===== src/rtl/decode_pkg.sv =====
// decode_pkg: instruction field layout, opcodes and register-file sizing shared
// by decode_issue and the register file.
`default_nettype none

package decode_pkg;

  localparam int NREG = 32;
  localparam int AW   = 5;
  localparam int OPW  = 6;

  localparam logic [OPW-1:0] OP_NOP   = 6'h00;
  localparam logic [OPW-1:0] OP_STORE = 6'h2B;
  localparam logic [OPW-1:0] OP_HALT  = 6'h3F;

  localparam int OP_MSB  = 31;
  localparam int OP_LSB  = 26;
  localparam int RD_MSB  = 25;
  localparam int RD_LSB  = 21;
  localparam int RS1_MSB = 20;
  localparam int RS1_LSB = 16;
  localparam int RS2_MSB = 15;
  localparam int RS2_LSB = 11;
  localparam int IMM_MSB = 15;
  localparam int IMM_LSB = 0;

  function automatic logic op_writes_rd(input logic [OPW-1:0] op);
    return (op != OP_NOP) && (op != OP_STORE) && (op != OP_HALT);
  endfunction

  function automatic logic [31:0] sext_imm(input logic [15:0] imm);
    return {{16{imm[15]}}, imm};
  endfunction

endpackage

`default_nettype wire


===== src/rtl/decode_scoreboard.sv =====
// ============================================================================
// decode_scoreboard: busy bit per register; set wins over a same-edge clear.
// Revision: 1.0
// ============================================================================
`default_nettype none

module decode_scoreboard
  import decode_pkg::*;
(
  input  logic            clk,
  input  logic            reset,
  input  logic            set_en,
  input  logic [AW-1:0]   set_add,
  input  logic            clr_en,
  input  logic [AW-1:0]   clr_add,
  input  logic            flush,
  output logic [NREG-1:0] busy
);

  logic [NREG-1:0] r_busy;
  logic [NREG-1:0] w_busy_next;

  // Clear applied first so a same-register set overrides it.
  always_comb begin
    w_busy_next = r_busy;
    if (clr_en) w_busy_next[clr_add] = 1'b0;
    if (set_en) w_busy_next[set_add] = 1'b1;
  end

  always_ff @(posedge clk or negedge reset) begin
    if (!reset) begin
      r_busy <= '0;
    end else if (flush) begin
      r_busy <= '0;
    end else begin
      r_busy <= w_busy_next;
    end
  end

  assign busy = r_busy;

endmodule

`default_nettype wire


===== src/rtl/decode_issue.sv =====
// ============================================================================
// decode_issue: splits fetched instructions, stalls on register hazards and
// issues registered fields to execute in step with the register file read.
// Revision: 1.0
// ============================================================================
`default_nettype none

module decode_issue
  import decode_pkg::*;
(
  input  logic            clk,
  input  logic            reset,
  input  logic [31:0]     instr,
  input  logic            instr_valid,
  output logic            instr_ready,
  input  logic            flush,
  input  logic            wb_enable,
  input  logic [AW-1:0]   wb_add,
  output logic [AW-1:0]   r1_add,
  output logic [AW-1:0]   r2_add,
  output logic            ex_valid,
  output logic [OPW-1:0]  ex_op,
  output logic [AW-1:0]   ex_rd,
  output logic            ex_we,
  output logic [31:0]     ex_imm,
  output logic            halted
);

  logic [OPW-1:0]  w_op;
  logic [AW-1:0]   w_rd;
  logic [AW-1:0]   w_rs1;
  logic [AW-1:0]   w_rs2;
  logic            w_writes_rd;
  logic            w_hazard;
  logic            w_issue;
  logic [NREG-1:0] w_busy;

  logic            r_ex_valid;
  logic [OPW-1:0]  r_ex_op;
  logic [AW-1:0]   r_ex_rd;
  logic            r_ex_we;
  logic [31:0]     r_ex_imm;
  logic            r_halted;

  assign w_op  = instr[OP_MSB:OP_LSB];
  assign w_rd  = instr[RD_MSB:RD_LSB];
  assign w_rs1 = instr[RS1_MSB:RS1_LSB];
  assign w_rs2 = instr[RS2_MSB:RS2_LSB];

  assign w_writes_rd = op_writes_rd(w_op);
  // Both sources checked regardless of opcode; rd check keeps writes in order.
  assign w_hazard    = w_busy[w_rs1] | w_busy[w_rs2] | (w_writes_rd & w_busy[w_rd]);
  assign instr_ready = !w_hazard && !r_halted && !flush;
  assign w_issue     = instr_valid && instr_ready;

  assign r1_add = w_rs1;
  assign r2_add = w_rs2;

  decode_scoreboard u_scoreboard (
    .clk     (clk),
    .reset   (reset),
    .set_en  (w_issue && w_writes_rd),
    .set_add (w_rd),
    .clr_en  (wb_enable),
    .clr_add (wb_add),
    .flush   (flush),
    .busy    (w_busy)
  );

  always_ff @(posedge clk or negedge reset) begin
    if (!reset) begin
      r_ex_valid <= 1'b0;
      r_ex_op    <= '0;
      r_ex_rd    <= '0;
      r_ex_we    <= 1'b0;
      r_ex_imm   <= '0;
      r_halted   <= 1'b0;
    end else if (w_issue) begin
      r_ex_valid <= 1'b1;
      r_ex_op    <= w_op;
      r_ex_rd    <= w_rd;
      r_ex_we    <= w_writes_rd;
      r_ex_imm   <= sext_imm(instr[IMM_MSB:IMM_LSB]);
      if (w_op == OP_HALT) r_halted <= 1'b1;
    end else begin
      // Also the flush path: instr_ready is low, so nothing issues.
      r_ex_valid <= 1'b0;
      r_ex_we    <= 1'b0;
    end
  end

  assign ex_valid = r_ex_valid;
  assign ex_op    = r_ex_op;
  assign ex_rd    = r_ex_rd;
  assign ex_we    = r_ex_we;
  assign ex_imm   = r_ex_imm;
  assign halted   = r_halted;

endmodule

`default_nettype wire


===== config.mk =====
export PLATFORM = sky130hd
export DESIGN_NAME = decode_issue
export DESIGN_NICKNAME = d
export VERILOG_FILES = /design/src/rtl/decode_pkg.sv /design/src/rtl/decode_scoreboard.sv /design/src/rtl/decode_issue.sv
export SDC_FILE = /design/constraint.sdc
export NUM_CORES = 1
export LEC_CHECK = 0
export ABC_AREA = 0
export CORE_MARGIN = 3
export CORE_UTILIZATION = 50
export CTS_BUF_LIST = sky130_fd_sc_hd__clkbuf_8
export CTS_CLUSTER_SIZE = 20
export DETAILED_ROUTE_END_ITERATION = 7
export GPL_TIMING_DRIVEN = 0
export PLACE_DENSITY = 0.9
export SYNTH_ARGS = -nofsm -noshare
export SYNTH_HDL_FRONTEND = slang
export SYNTH_HIERARCHICAL = 1
export SYNTH_SLANG_ARGS = --single-unit

===== constraint.sdc =====
create_clock -name clk -period 4.1 [get_ports clk]
set_input_delay 0.82 -clock clk [delete_from_list [all_inputs] [get_ports clk]]
set_output_delay 0.82 -clock clk [all_outputs]
set_load 0.005 [all_outputs]

==> metrics, run 1 <==
Clk Tree Root Cell clkbuf_8; Wirelength per Cell 20.3 um; crit start category primary input; port bufs 95; Seq/Total Area, Yosys 0.410; Leak 0.00226 uW; WP data arrival 4.26 ns; share of layout cells above drive strength 1 0.209; Clk network pwr share 0.359; Avg Inst Size Synth 11.3 um^2; antenna violations before repair 0; power share of the sequential group 0.484; clock skew 0.00624 ns; initial detailed-routing violation count 226; GRT overflow 0; Syn Nets 378; fin nets 488; RSZ-0062 raised after global routing false; crit end category flop; Max Transition Viols Final 0; core area 7290 um^2; Die Area 8660 um^2; Worst-path clk slew 0.06 ns; Worst EP required 4.36 ns; crit-path max FO 10; CTS Buf Count 9; internal power 974 uW; Vias 3300; Longest Clk Path Bufs 2; number of flops mapped to enable cells by yosys 0; combinational group share of total power 0.157; endpoints failing setup 0; register bit total from synthesis 62; power per standard cell area 253 nW/um^2; clock latency on the worst-skew pair 0.34 ns; Max Cap Violations 0; routed vias/inst 6.01; Main synth FF type dfrtp_1; Worst slew margin 0.570; period utilisation layout 0.977; TritonCTS Sinks 62; Net Switching 320 uW; peak supply drop 148 uV; row count 31; HPWL after detailed placement 8.25 mm; vias in the first global route 3393; CP delay by family, top simple AND/OR/NAND/NOR gates; cell chain of the critical path clkdlybuf4s15_1 -> buf_6 -> mux4_2 -> mux4_2 -> a2bb2oi_1 -> a22o_1 -> or4_4 -> buf_6 -> nor2_4 -> or4b_1 -> buf_2 -> o21ai_1; HP Class primary input to async pin; slowest CP cell mux4_2; status completed; setup TNS 0 ns; synthesis-to-finish area growth 34.8%; Routed Wire Length 11.2 mm; CTS tree done; ant diodes 0; Slew @ Worst Pin 0.644 ns; CP Class primary input to flop; synthesized area 3790 um^2; Placer Congestion 0.908; ys async rst share 1.00; Final Hold Viols 0; fmax 0.250 GHz; Cells after Synth 336; IO Count 99; largest stage delay on the critical path 0.49 ns; Switching Share 0.247; Synthesis Warnings 6; DR pass1 iterations 5; Initial Util 0.519; GRT Resource Usage Total 0.266; drt drc 0; final worst setup slack 0.0941 ns; pre-CTS WS -1.01 ns; WP buf/inv 4; largest net degree at the start of global routing 36; Antenna Violating Nets Remaining 0; Die W 93.0 um; H-tree level count 3; first-pass GRT wire length 17.8 mm; post-route minimum period 4.01 ns; Die H 93.0 um; Netlist cell types 45
## metal layers
metal,vias to the layer above,wire [um],global-route usage
met4,0,300,0.112
met5,-,0,0
met3,39,1320,0.0917
met2,238,5280,0.436
met1,1589,4260,0.320
li1,1434,-,-
## area by class of cell
type | count | area, um^2
Buffer | 41 | 298
Clock buffer | 11 | 151
Clock inverter | 4 | 16.3
Fill cell | 540 | 2190
Inverter | 4 | 15.0
Multi-Input combinational cell | 229 | 1960
Sequential cell | 62 | 1550
Tap cell | 99 | 124
Timing Repair Buffer | 99 | 985
## logic make-up (layout without fill, tap and decap cells)
family	Yosys count	after routing	share of synthesized area
AO/OA/AOI/OAI	84	84	0.124
XOR/XNOR	1	1	0.00231
buffers and inverters	45	159	0.0773
flip-flops	62	62	0.410
multiplexers	61	61	0.246
AND/OR/NAND/NOR	83	83	0.141
## timing repair
item,CTS,global route
setup buffers,3,0
gates resized for setup,12,10
pin swaps,1,1
hold buffers,0,0
endpoints found under the setup margin,33,33
## final timing paths
kind / from / to / slack (ns) / depth (start not counted)
worst min register to register: ex_imm[2]$_DFFE_PN0P_ / ex_imm[2]$_DFFE_PN0P_ / 0.50 / 1
worst min-delay path: reset / ex_imm[0]$_DFFE_PN0P_ / 0.49 / 1
worst max register to register: u_scoreboard/busy[10]$_DFF_PN0_ / u_scoreboard/busy[16]$_DFF_PN0_ / 0.55 / 10
worst max-delay path: instr[22] / u_scoreboard/busy[16]$_DFF_PN0_ / 0.09 / 12
min in group clk: ex_imm[2]$_DFFE_PN0P_ / ex_imm[2]$_DFFE_PN0P_ / 0.50 / 1
max in group asynchronous: reset / u_scoreboard/busy[21]$_DFF_PN0_ / 3.00 / 2
## cell usage after synthesis, types with 3 or more instances
cell type	instances	area (um^2)
mux4_2	17	383
a22oi_1	6	45.0
nand3_1	7	35.0
buf_6	3	33.8
or3b_1	4	35.0
nor2_1	5	18.8
clkbuf_1	8	30.0
buf_4	26	195
mux2_4	19	285
o21ai_1	8	40.0
mux2_1	10	113
buf_2	3	15.0
dfrtp_1	62	1550
nor2b_1	35	219
nand3b_1	10	75.1
o21ai_0	57	285
nand2_1	6	22.5
mux2i_1	15	150
## sequential cells by signal (all words and copies together) (netlist names)
register           flops
u_scoreboard/busy     32
ex_imm                16
ex_op                  6
ex_rd                  5
ex_valid               1
ex_we                  1
halted                 1
## stage by stage
stage,power [uW],utilization,hold slack [ns],instance area [um^2],instances
floorplan,714,-,0.482,3790,336
global placement,826,0.667,0.475,4860,530
detailed placement,835,0.669,0.485,4880,531
CTS,1300,0.698,0.500,5090,549
global route,1340,0.700,0.519,5100,549
finish,1290,0.700,0.491,5100,549
## placed cells by master, fill, tap and decap left out, types with 11 or more instances in the layout
master,count
mux4_2,17
mux2i_1,15
buf_4,29
clkbuf_8,11
o21ai_0,57
nor2b_1,35
clkdlybuf4s50_1,90
dfrtp_1,62
mux2_4,19
## power by group through the flow
stage / Sequential (uW) / Clock (uW) / Combinational, uW
detailed placement: 638 / 0 / 197
global route: 627 / 495 / 217
finish: 626 / 465 / 203
global placement: 637 / 0 / 189
CTS: 626 / 470 / 201
floorplan: 637 / 0 / 76.4
Note: power is estimated with default switching activity, not from simulation.
==> run 2: changes to the inputs <==
Settings changed: CORE_MARGIN 3 to default.
==> run 2 against run 1 <==
Net effect: power is 7.5% higher; fmax is 2.1% higher; clock skew is 0.0011 ns higher.
==> metrics, run 2 (synthesis results as in run 1) <==
power per standard cell area 271 nW/um^2 (+6.9%); GRT overflow 0 (unchanged); H-tree level count 3 (unchanged); Clk network pwr share 0.404 (+0.045); crit-path max FO 10 (unchanged); design area 5130 um^2 (+0.49%); minimum hold slack 0.477 ns (-0.0138 ns); combinational group share of total power 0.145 (-0.012); Die W 89.0 um (-4.3%); Worst EP required 4.37 ns (about the same); largest net degree at the start of global routing 38 (+5.6%); internal power 1060 uW (+8.6%); CTS tree done; routed vias/inst 5.94 (-1.1%); drt drc 0 (unchanged); Routed Wire Length 10.9 mm (-2.3%); IO Count 99 (unchanged); endpoints failing setup 0 (unchanged); Leak 0.00227 uW (+0.50%); power share of the sequential group 0.451 (-0.033); fmax 0.255 GHz (+2.1%); vias in the first global route 3217 (-5.2%); clock latency on the worst-skew pair 0.35 ns (about the same); Die Area 7930 um^2 (-8.4%); Worst-path clk slew 0.07 ns (about the same); RSZ-0062 raised after global routing false; Die H 89.0 um (-4.3%); clock skew 0.00736 ns (+0.00112 ns); commonest non-fill, non-tap cell in the layout clkdlybuf4s50_1; Longest Clk Path Bufs 2 (unchanged); setup TNS 0 ns (unchanged); HP Class primary input to async pin; Switching Share 0.239 (-0.00821); post-route minimum period 3.92 ns (-0.0816 ns); CP Class primary input to flop; DR pass1 iterations 5 (unchanged); Worst slew margin 0.590 (+0.0195); CTS Buf Count 9 (unchanged); period utilisation layout 0.957 (-0.0199); Antenna Violating Nets Remaining 0 (unchanged); row count 31 (unchanged); crit end category flop; filler cell count 528 (-2.2%); Clk Tree Root Cell clkbuf_8; synthesis-to-finish area growth 35.4%; WP data arrival 4.20 ns (-0.06 ns); Placed Area 4880 um^2 (unchanged); TritonCTS Sinks 62 (unchanged); Final Hold Viols 0 (unchanged); core area 7290 um^2 (unchanged); Placer Congestion 0.934 (+2.8%); GRT Resource Usage Total 0.286 (+0.0197); initial detailed-routing violation count 216 (-4.4%); status completed; share of layout cells above drive strength 1 0.218 (+0.00937); peak supply drop 180 uV (+21%); fin nets 487 (-0.20%); Slew @ Worst Pin 0.615 ns (-0.0293 ns); max FFs per register 32 (unchanged); antenna violations before repair 0 (unchanged); Initial Util 0.519 (unchanged); first-pass GRT wire length 16.2 mm (-8.5%); port bufs 95 (unchanged); Wirelength per Cell 19.9 um (-2.1%); R2R Setup Slk 0.55 ns (about the same); most frequent cells in the layout clkdlybuf4s50_1, dfrtp_1, o21ai_0; ant diodes 0 (unchanged); Net Switching 332 uW (+3.9%); Vias 3257 (-1.3%); Max Transition Viols Final 0 (unchanged); HPWL after detailed placement 7.89 mm (-4.4%); Max Cap Violations 0 (unchanged); crit start category primary input
## run 2: through the flow
| stage | power [uW] | cells | worst slack, ns | utilization |
|---|---|---|---|---|
| final | 1390 | 548 | 0.176 | 0.703 |
| after global routing | 1440 | 548 | 0.0181 | 0.703 |
| after CTS | 1390 | 548 | 0.00461 | 0.701 |
| after detailed placement | 835 | 531 | -0.929 | 0.669 |
| after global placement | 827 | 530 | -0.829 | 0.667 |
| after floorplan | 714 | 336 | 0.227 | - |
## run 2: final timing paths
kind,startpoint,endpoint,cells after the start
setup / recovery,instr[28],u_scoreboard/busy[4]$_DFF_PN0_,11
hold / removal,reset,u_scoreboard/busy[14]$_DFF_PN0_,1
setup reg to reg,u_scoreboard/busy[31]$_DFF_PN0_,u_scoreboard/busy[4]$_DFF_PN0_,10
hold reg to reg,ex_imm[2]$_DFFE_PN0P_,ex_imm[2]$_DFFE_PN0P_,1
max in group asynchronous,reset,ex_rd[4]$_DFFE_PN0P_,2
min in group clk,ex_imm[2]$_DFFE_PN0P_,ex_imm[2]$_DFFE_PN0P_,1
## run 2: timing repair
action / CTS / global route
resized for setup: 14 / 10
endpoints found under the hold margin: 0 / 0
setup endpoints to repair: 33 / 33
pin swaps: 0 / 0
hold buffers: 0 / 0
buffers inserted: 2 / 0
## run 2: cell type report
type                            instances  area (um^2)  area share
Timing Repair Buffer                   98          975       0.190
Tap cell                               99          124      0.0242
Buffer                                 41          303      0.0590
Multi-Input combinational cell        229         1950       0.381
Inverter                                4         15.0     0.00293
Clock inverter                          3         42.5     0.00829
Clock buffer                           12          165      0.0322
Sequential cell                        62         1550       0.303
## run 2: power by group through the flow
| stage | clock [uW] | combinational [uW] | sequential, uW |
|---|---|---|---|
| finish | 561 | 202 | 626 |
| detailed placement | 0 | 197 | 638 |
| global route | 594 | 218 | 627 |
| floorplan | 0 | 76.4 | 637 |
| CTS | 567 | 201 | 626 |
| global placement | 0 | 190 | 637 |
## run 2: critical path, cell delays in order
cell and delay (ns):
clkdlybuf4s50_1 0.54, or4_1 0.54, o32ai_2 0.31, a31oi_1 0.08
a22o_1 0.24, or4_4 0.46, buf_6 0.18, nor2_2 0.22
or4b_1 0.45, buf_2 0.20, o21ai_1 0.16
## run 2: routing by layer
layer / GRT usage / vias to the layer above / share of wire
li1: - / 1435 / -
met1: 0.341 / 1569 / 0.37
met2: 0.476 / 226 / 0.49
met3: 0.0785 / 27 / 0.12
met4: 0.150 / 0 / 0.022
met5: 0 / - / 0
==> run 3: changes to the inputs <==
Settings changed: GPL_ROUTABILITY_DRIVEN from default to 0.
==> run 3 against run 2 <==
Net effect: die area is the same; critical endpoint is now u_scoreboard/busy[28]$_DFF_PN0_; register-to-register slack about the same; core utilization down 0.55 points; worst setup slack worse by 0.063 ns.
==> metrics, run 3 (synthesis results as in run 1) <==
Max Transition Viols Final 0 (unchanged); Routed Wire Length 11.0 mm (+0.88%); R2R Path End u_scoreboard/busy[28]$_DFF_PN0_; commonest non-fill, non-tap cell in the layout clkdlybuf4s50_1; fmax 0.251 GHz (-1.6%); FF+latch area 1550 um^2 (unchanged); RSZ-0062 raised after global routing false; CTS Buf Count 9 (unchanged); fin nets 485 (-0.41%); crit start category primary input; max FFs per register 32 (unchanged); largest stage delay on the critical path 0.50 ns (-0.04 ns); share of layout cells above drive strength 1 0.210 (-0.00797); synthesis-to-finish area growth 34.4%; CP Class primary input to flop; R2R cell count 10 (unchanged); post-route minimum period 3.99 ns (+0.0632 ns); post-CTS setup buffers 0 (-2); TritonCTS Sinks 62 (unchanged); row count 31 (unchanged); Power, Total 1310 uW (-5.8%); multi-input combinational cell area 1950 um^2 (unchanged); IO Count 99 (unchanged); Placed Area 4880 um^2 (unchanged); Antenna Violating Nets Remaining 0 (unchanged); routed vias/inst 6.00 (+0.89%); Hold EP ex_imm[11]$_DFFE_PN0P_; slowest CP cell mux4_2; WHS Path Cells 1; clock latency on the worst-skew pair 0.35 ns (about the same); Leak 0.00225 uW (-0.88%); Die H 89.0 um (unchanged); Max Cap Violations 0 (unchanged); Clk Tree Root Cell clkbuf_8; Worst EP required 4.37 ns (about the same); Longest Clk Path Bufs 2 (unchanged); clock skew 0.00674 ns (-0.000623 ns); GRT overflow 0 (unchanged); HPWL after detailed placement 8.09 mm (+2.5%); peak supply drop 161 uV (-10%); Final Hold Viols 0 (unchanged); largest net degree at the start of global routing 36 (-5.3%); final core occ 0.698 (-0.00549); period utilisation layout 0.973 (+0.0154); Die Area 7930 um^2 (unchanged); setup TNS 0 ns (unchanged); cell chain of the critical path clkdlybuf4s15_2 -> buf_8 -> mux4_2 -> mux4_2 -> a2bb2oi_1 -> a22o_1 -> or4_4 -> buf_6 -> nor2_2 -> or4b_1 -> buf_2 -> o21ai_1; vias in the first global route 3287 (+2.2%); Final Non-Filler Cells 546 (-0.36%); drt drc 0 (unchanged); most frequent CP cell mux4_2; WP data arrival 4.26 ns (+0.06 ns); design area 5090 um^2 (-0.78%); H-tree level count 3 (unchanged); port bufs 95 (unchanged); power per standard cell area 257 nW/um^2 (-5.0%); crit-path max FO 10 (unchanged); HP Class flop to flop; RR Startpoint u_scoreboard/busy[14]$_DFF_PN0_; Wirelength per Cell 20.1 um (+1.2%); core area 7290 um^2 (unchanged); initial detailed-routing violation count 270 (+25%); endpoints failing setup 0 (unchanged); DR pass1 iterations 5 (unchanged); Placed Instances 531 (unchanged); GRT Resource Usage Total 0.297 (+0.0110); filler cell count 524 (-0.76%); CTS tree done; Worst slew margin 0.550 (-0.0399); first-pass GRT wire length 17.1 mm (+5.0%); Slew @ Worst Pin 0.675 ns (+0.0599 ns); Die W 89.0 um (unchanged); Vias 3274 (+0.52%); R2R Setup Slk 0.56 ns (about the same); ant diodes 0 (unchanged); crit end category flop; Worst-path clk slew 0.07 ns (about the same); status completed; most frequent cells in the layout clkdlybuf4s50_1, dfrtp_1, o21ai_0; antenna violations before repair 0 (unchanged); Hold Startpoint ex_imm[11]$_DFFE_PN0P_; Initial Util 0.519 (unchanged)
## run 3: repair_timing
action                     4_1_cts  5_1_grt
setup endpoints to repair       33        9
resized for setup               16        4
hold buffers                     0        0
## run 3: area by class of cell
type | instances | area share
flip-flops and latches | 62 | 0.305
multi-input cells | 229 | 0.384
clock inverters | 4 | 0.00443
inverters | 4 | 0.00295
plain buffers | 41 | 0.0597
well taps | 99 | 0.0243
clock buffers | 11 | 0.0298
repair buffers | 96 | 0.190
## run 3: how the worst max path moves through the flow
stage / slack (ns) / from / depth (start not counted) / endpoint
finish: 0.11 / instr[22] / 12 / u_scoreboard/busy[28]$_DFF_PN0_
global route: 0.01 / instr[22] / 12 / u_scoreboard/busy[24]$_DFF_PN0_
CTS: 0.01 / instr[21] / 8 / instr_ready
detailed placement: -0.95 / instr[23] / 12 / u_scoreboard/busy[28]$_DFF_PN0_
global placement: -0.83 / instr[23] / 12 / u_scoreboard/busy[20]$_DFF_PN0_
floorplan: 0.23 / instr[22] / 11 / u_scoreboard/busy[20]$_DFF_PN0_
## run 3: stage by stage
| stage | setup WS, ns | hold WS, ns |
|---|---|---|
| floorplan | 0.227 | 0.482 |
| global placement | -0.832 | 0.475 |
| detailed placement | -0.948 | 0.481 |
| CTS | 0.0133 | 0.497 |
| global route | 0.0146 | 0.515 |
| finish | 0.113 | 0.494 |
## run 3: worst max-delay path, delay by kind of cell
kind	cells	cell delay (ns)
AOI/OAI and AO/OA	3	0.51
muxes	2	0.99
buffers and inverters	4	0.80
and+or+nand+nor	3	1.13
## run 3: power breakdown
| part | leakage, uW | internal, uW | total (uW) | switching, uW |
|---|---|---|---|---|
| registers | 0.000856 | 620 | 626 | 6.39 |
| logic | 0.00131 | 111 | 200 | 88.9 |
| clock network | 0.0000910 | 245 | 483 | 238 |
## run 3: per-layer routing
metal	vias up	global-route usage	wire, um
li1	1437	-	-
met2	224	0.494	5270
met1	1579	0.369	4250
met3	34	0.0628	1190
met5	-	0	0
met4	0	0.150	296
